`config.mk`:
```
export PLATFORM = sky130hd
export DESIGN_NAME = bp_fe_icache_refetch_buffer
export DESIGN_NICKNAME = d
export VERILOG_FILES = /design/src/rtl/bp_fe_pkg.sv /design/src/rtl/bp_fe_resp_ring.sv /design/src/rtl/bp_fe_icache_refetch_buffer.sv
export SDC_FILE = /design/constraint.sdc
export NUM_CORES = 1
export LEC_CHECK = 0
export BUFFER_PORTS_ARGS = -buffer_cell sky130_fd_sc_hd__clkbuf_2
export CAP_MARGIN = 20
export CORE_MARGIN = 2
export CORE_UTILIZATION = 60
export DETAILED_ROUTE_END_ITERATION = 10
export GPL_ROUTABILITY_DRIVEN = 0
export PLACE_DENSITY = 0.81
export SLEW_MARGIN = 0
export SYNTH_ARGS = -nofsm -noshare
export SYNTH_HDL_FRONTEND = slang
export SYNTH_SLANG_ARGS = --single-unit
```
`constraint.sdc`:
```
create_clock -name clk_i -period 6.05 [get_ports clk_i]
set_input_delay 0.9075 -clock clk_i [delete_from_list [all_inputs] [get_ports clk_i]]
set_output_delay 0.9075 -clock clk_i [all_outputs]
set_load 0.01 [all_outputs]
```
`src/rtl/bp_fe_pkg.sv`:
```
// Shared types for the front-end I$ refetch buffer: FSM states and the
// default response-entry layout stored in the ring.
package bp_fe_pkg;

  localparam int bp_fe_vaddr_width_gp = 39;
  localparam int bp_fe_instr_width_gp = 32;

  typedef enum logic [1:0] {
    e_run  = 2'd0,
    e_req  = 2'd1,
    e_wait = 2'd2
  } bp_fe_refetch_state_e;

  typedef struct packed {
    logic [bp_fe_vaddr_width_gp-1:0] vaddr;
    logic [bp_fe_instr_width_gp-1:0] instr;
  } bp_fe_resp_entry_s;

endpackage

```
`src/rtl/bp_fe_resp_ring.sv`:
```
// els_p-entry 1r1w register ring with wrapping pointers and exact occupancy.
// Head data reads as zero while empty so outputs are clean after reset/flush.
module bp_fe_resp_ring #(
  parameter int els_p   = 16,
  parameter int width_p = 71
) (
  input  logic                         clk_i,
  input  logic                         reset_n_i,
  input  logic                         flush_i,
  input  logic                         enq_i,
  input  logic [width_p-1:0]           data_i,
  input  logic                         deq_i,
  output logic [width_p-1:0]           data_o,
  output logic [$clog2(els_p+1)-1:0]   count_o,
  output logic                         full_o,
  output logic                         empty_o
);

  localparam int ptr_w_lp = $clog2(els_p);
  localparam int cnt_w_lp = $clog2(els_p+1);

  logic [width_p-1:0]  r_mem [els_p];
  logic [ptr_w_lp-1:0] r_wptr;
  logic [ptr_w_lp-1:0] r_rptr;
  logic [cnt_w_lp-1:0] r_count;

  always_ff @(posedge clk_i or negedge reset_n_i) begin
    if (!reset_n_i) begin
      r_wptr  <= '0;
      r_rptr  <= '0;
      r_count <= '0;
    end else if (flush_i) begin
      r_wptr  <= '0;
      r_rptr  <= '0;
      r_count <= '0;
    end else begin
      if (enq_i) r_wptr <= r_wptr + ptr_w_lp'(1);
      if (deq_i) r_rptr <= r_rptr + ptr_w_lp'(1);
      case ({enq_i, deq_i})
        2'b10:   r_count <= r_count + cnt_w_lp'(1);
        2'b01:   r_count <= r_count - cnt_w_lp'(1);
        default: r_count <= r_count;
      endcase
    end
  end

  always_ff @(posedge clk_i) begin
    if (enq_i) r_mem[r_wptr] <= data_i;
  end

  assign full_o  = (r_count == cnt_w_lp'(els_p));
  assign empty_o = (r_count == '0);
  assign count_o = r_count;
  assign data_o  = empty_o ? '0 : r_mem[r_rptr];

endmodule

```
`src/rtl/bp_fe_icache_refetch_buffer.sv`:
```
// Buffers in-order I$ hits for fetch; a miss triggers a refetch request and
// wrong-path responses are dropped until the refetched vaddr comes back.
module bp_fe_icache_refetch_buffer
  import bp_fe_pkg::*;
#(
  parameter int vaddr_width_p = bp_fe_vaddr_width_gp,
  parameter int instr_width_p = bp_fe_instr_width_gp,
  parameter int els_p         = 16,
  parameter int retry_max_p   = 3
) (
  input  logic                        clk_i,
  input  logic                        reset_n_i,
  input  logic                        flush_i,
  input  logic                        icache_v_i,
  input  logic [vaddr_width_p-1:0]    icache_vaddr_i,
  input  logic [instr_width_p-1:0]    icache_data_i,
  input  logic                        icache_miss_not_data_i,
  output logic                        icache_yumi_o,
  output logic                        fetch_v_o,
  output logic [vaddr_width_p-1:0]    fetch_vaddr_o,
  output logic [instr_width_p-1:0]    fetch_data_o,
  input  logic                        fetch_yumi_i,
  output logic                        refetch_v_o,
  output logic [vaddr_width_p-1:0]    refetch_vaddr_o,
  output logic                        refetch_fill_o,
  input  logic                        refetch_ready_i,
  output logic [$clog2(els_p+1)-1:0]  count_o,
  output logic                        err_o,
  output logic [1:0]                  dbg_state_o
);

  localparam int entry_w_lp = vaddr_width_p + instr_width_p;
  localparam int retry_w_lp = $clog2(retry_max_p+1);

  bp_fe_refetch_state_e     r_state, w_state_n;
  logic [vaddr_width_p-1:0] r_vaddr;
  logic [retry_w_lp-1:0]    r_retry, w_retry_n, w_retry_inc;
  logic                     r_err;
  logic                     w_yumi, w_enq, w_deq, w_latch, w_err_set;
  logic                     w_full, w_empty, w_match;
  logic [entry_w_lp-1:0]    w_head;

  assign w_match     = (icache_vaddr_i == r_vaddr);
  assign w_retry_inc = (r_retry == retry_w_lp'(retry_max_p)) ? r_retry
                                                             : r_retry + retry_w_lp'(1);

  // Handshake: a response is consumed or dropped exactly when icache_v_i && icache_yumi_o;
  // the refetch request transfers when refetch_v_o && refetch_ready_i.
  always_comb begin
    w_state_n = r_state;
    w_retry_n = r_retry;
    w_yumi    = 1'b0;
    w_enq     = 1'b0;
    w_latch   = 1'b0;
    w_err_set = 1'b0;
    if (flush_i) begin
      w_state_n = e_run;
      w_retry_n = '0;
    end else begin
      case (r_state)
        e_run: begin
          if (icache_v_i) begin
            if (icache_miss_not_data_i) begin
              w_yumi    = 1'b1;
              w_latch   = 1'b1;
              w_state_n = e_req;
            end else if (!w_full) begin
              w_yumi = 1'b1;
              w_enq  = 1'b1;
            end
          end
        end
        e_req: begin
          w_yumi = icache_v_i;
          if (refetch_ready_i) w_state_n = e_wait;
        end
        e_wait: begin
          if (icache_v_i) begin
            if (!w_match) begin
              w_yumi = 1'b1;
            end else if (icache_miss_not_data_i) begin
              w_yumi    = 1'b1;
              w_retry_n = w_retry_inc;
              w_err_set = (w_retry_inc == retry_w_lp'(retry_max_p));
              w_state_n = e_req;
            end else if (!w_full) begin
              w_yumi    = 1'b1;
              w_enq     = 1'b1;
              w_retry_n = '0;
              w_state_n = e_run;
            end
          end
        end
        default: w_state_n = e_run;
      endcase
    end
  end

  always_ff @(posedge clk_i or negedge reset_n_i) begin
    if (!reset_n_i) begin
      r_state <= e_run;
      r_vaddr <= '0;
      r_retry <= '0;
      r_err   <= 1'b0;
    end else begin
      r_state <= w_state_n;
      r_retry <= w_retry_n;
      if (w_latch)   r_vaddr <= icache_vaddr_i;
      if (w_err_set) r_err   <= 1'b1;
    end
  end

  assign w_deq = fetch_yumi_i && !w_empty && !flush_i;

  bp_fe_resp_ring #(
    .els_p   (els_p),
    .width_p (entry_w_lp)
  ) ring (
    .clk_i     (clk_i),
    .reset_n_i (reset_n_i),
    .flush_i   (flush_i),
    .enq_i     (w_enq),
    .data_i    ({icache_vaddr_i, icache_data_i}),
    .deq_i     (w_deq),
    .data_o    (w_head),
    .count_o   (count_o),
    .full_o    (w_full),
    .empty_o   (w_empty)
  );

  assign icache_yumi_o   = w_yumi;
  assign fetch_v_o       = !w_empty;
  assign fetch_vaddr_o   = w_head[entry_w_lp-1 -: vaddr_width_p];
  assign fetch_data_o    = w_head[instr_width_p-1:0];
  assign refetch_v_o     = (r_state == e_req);
  assign refetch_vaddr_o = r_vaddr;
  assign refetch_fill_o  = 1'b1;
  assign err_o           = r_err;
  assign dbg_state_o     = r_state;

endmodule

```
==> summary.md <==
| Metric | Value |
|---|---|
| Worst-Margin Slew | `~1.1 ns` |
| Count of state elements after synthesis | `approximately 1200` |
| Nets | `2300` |
| # port buffers | `198` |
| Reg power frac | `between 40% and 50%` |
| Kind of critical path | `reg2out` |
| Area Overhead vs Synth | `13.7%` |
| Period utilisation layout | `76.5%` |
| Post-cts resize count | `0` |
| DIE AREA | `between 0.07 and 0.08 mm2` |
| Post-Synthesis Cells | `1958` |
| Sequential area share after synthesis | `approximately 77%` |
| MaxCap Viol Count | `0` |
| Pleak | `16.7 nW` |
| Vias | `23200` |
| Worst Hold Class | `in2async` |
| Post-Syn Nets | `about 2000` |
| F_max | `216 MHz` |
| Commonest non-fill, non-tap cells in the layout | `edfxtp_1, mux4_2, clkbuf_2` |
| Yosys Warn Count | `0` |
| Int Power | `about 16 mW` |
| WP data arrival | `about 3.7 ns` |
| CP max FO | `84` |
| First-pass GRT wire length | `between 150 and 200 mm` |
| Core footprint | `between 0.07 and 0.08 mm2` |
| CTS H-tree lvls | `3` |
| Number of global-route vias before repair | `between 20000 and 25000` |
| Synth Cell Area | `~0.046 mm2` |
| Pre-antenna DRT Iters | `7` |
| Setup-failing EPs final | `0` |
| Post-synth EDFFs | `1136` |
| Clock Power Share | `between 30% and 40%` |
| RR Startpoint | `refetch_vaddr_o[20]` |
| Post-route cell area | `between 0.05 and 0.06 mm2` |
| Placed inst area | `~0.049 mm2` |
| Site Rows | `just over 100` |
| Post-synth ARST share | `roughly 4.8%` |
| Root buf cell | `clkbuf_16` |
| Worst VDD drop | `753 uV` |
| DR vias/cell | `about 6.9` |
| Setup TNS | `0 ns` |
| Power Total | `around 21 mW` |
| Post-CTS setup buffer count | `0` |
| Worst setup EP type | `primary output` |
| # clock sinks | `1193` |
| Commonest non-fill, non-tap cell in the layout | `edfxtp_1` |
| Layout cell share with drive strength beyond 1 | `36.6%` |
| Skew final | `about 0.065 ns` |
| GR Overflow Total | `0` |
| Routed len/inst | `between 30 and 40 um` |
| Setup crit start | `ring.r_rptr[1]` |
| Unrepaired setup endpoints after global routing | `no` |
| Die width | `~280 um` |
| Switching Fraction | `roughly 27%` |
| Worst-path clk slew | `~0.070 ns` |
| Synth area leader | `edfxtp_1` |
| Final WL | `about 120 mm` |
| Num CTS Buffers | `112` |
| Final HPWL DP | `approximately 59 mm` |
| Initial DRC Count | `3299` |
| Hold_buf cts | `0` |
| Max Root-Sink Buffers | `3` |
| Ports | `200` |
| Latest clock arrival within the worst-skew pair | `~0.69 ns` |
| Post-DRT Antenna Nets | `0` |
| Largest cells by area after synthesis | `edfxtp_1, mux4_2, dfrtp_1, and2_1, mux2_2` |
| Pin count of the biggest net entering global routing | `85` |
| Gr usage total | `30.3%` |
| Cell variety after synth | `57` |
| Slew headroom | `between 20 and 25%` |
| Antenna violations before repair | `7` |
| Initial core utilization | `about three fifths` |
| Comb pwr share | `20.9%` |
| Psw | `5.78 mW` |
| Yosys top cell area share | `between 70 and 80%` |
| Crit path required time | `approximately 5.1 ns` |
| Slew Limit Fails | `0` |
| Residual DRC count | `0` |
| Die Y | `282 um` |
| Pwr dens | `a little over 400 mW/mm2` |
| Average instance area after synthesis | `around 24 um2` |
| CTS tree | `yes` |
| Endpoints failing hold | `0` |
| Startpoint types | `flip-flop` |
| Ys flop type | `edfxtp_1` |
| Outcome | `finished clean` |
| Fin crit period | `about 4.6 ns` |
## power by group through the flow
stage	Combinational [mW]	Sequential, mW	Clock (mW)
floorplan	2.95	9.46	0
global placement	4.31	9.57	0
detailed placement	4.39	9.57	0
CTS	4.50	9.40	7.50
global route	4.71	9.42	7.76
finish	4.44	9.41	7.44
## registers in the layout (all words and copies together) (netlist names)
signal	count
dbg_state_o	2
err_o	1
r_retry	2
refetch_vaddr_o	39
ring.count_o	5
ring.r_mem	1136
ring.r_rptr	4
ring.r_wptr	4
## synth_stat cells (all sizes together) (2+ instances only)
cell type and instances:
inv 9, o211a 2, a311o 2, a21o 3, dfrtp 57, mux2i 3
or4 3, o31a 2, or3 3, o31ai 2, and3 16, nand3 7
ha 8, nor3 12, nor2 11, nor4 20, mux4 355, buf 44
nand4 4, mux2 39, o211ai 2, clkbuf 54, o21ai 5, a21oi 8
a211o 2, and2 72, nand2 16, edfxtp 1136, and4 2, a211oi 2
xor2 40, nor2b 2, xnor2 3
## worst max-delay path: stages, from the launching register on
cell and delay, ns:
dfrtp_4 1.01, buf_12 0.47, mux4_2 0.50, mux4_2 0.58, and2_1 0.22, clkbuf_2 0.14
## cell type report
type                       count  area (um2)
clock inverter                76         920
sequential                  1193       35600
antenna                        3        7.51
tap                         1030        1290
fill                        4240       23600
timing repair buffer         239        1500
inverter                       9        33.8
multi-input combinational    658       10400
clock buffer                 136        2960
## path summary, 6_finish.rpt
check                                            to  slack [ns]  cells past startpoint
worst max-delay path              fetch_vaddr_o[20]        1.42                      5
worst min-delay path            refetch_vaddr_o[20]        0.37                      2
worst max register to register    ring.r_mem[3][36]        1.92                      8
worst min register to register                err_o        0.50                      1
max in group asynchronous            ring.r_rptr[2]        5.06                      2
min in group clk_i                   dbg_state_o[1]        0.45                      3
## through the flow
step	worst slack, ns	instances	hold WS, ns	util, %
2_1_floorplan	1.71	1958	0.473	-
5_1_grt	1.26	3342	0.436	69.1
6_report	1.42	3344	0.370	69.1
3_3_place_gp	1.43	3129	0.457	64.0
4_1_cts	1.34	3341	0.389	69.1
3_5_place_dp	1.31	3129	0.484	64.0
## cell families (layout without fill, tap and decap cells)
group	Yosys count	after routing	synth area share [%]
other cells	1	4	0.00810
simple gates	171	171	2.20
fa+ha+maj	9	9	0.260
buf+inv	107	460	0.982
compound gates	37	37	0.627
xor+xnor	43	43	0.814
mux	397	397	18.3
flops	1193	1193	76.8
## routing by layer
metal	GRT usage (%)	share of wire, %	routed length, um	vias to the layer above
met5	0	0.035	41	-
met2	49.6	51	59300	1834
met1	41.7	36	41900	12200
met3	5.62	10	12000	288
li1	-	-	-	8863
met4	11.1	3.5	4050	6
(Power assumes the default switching activity.)
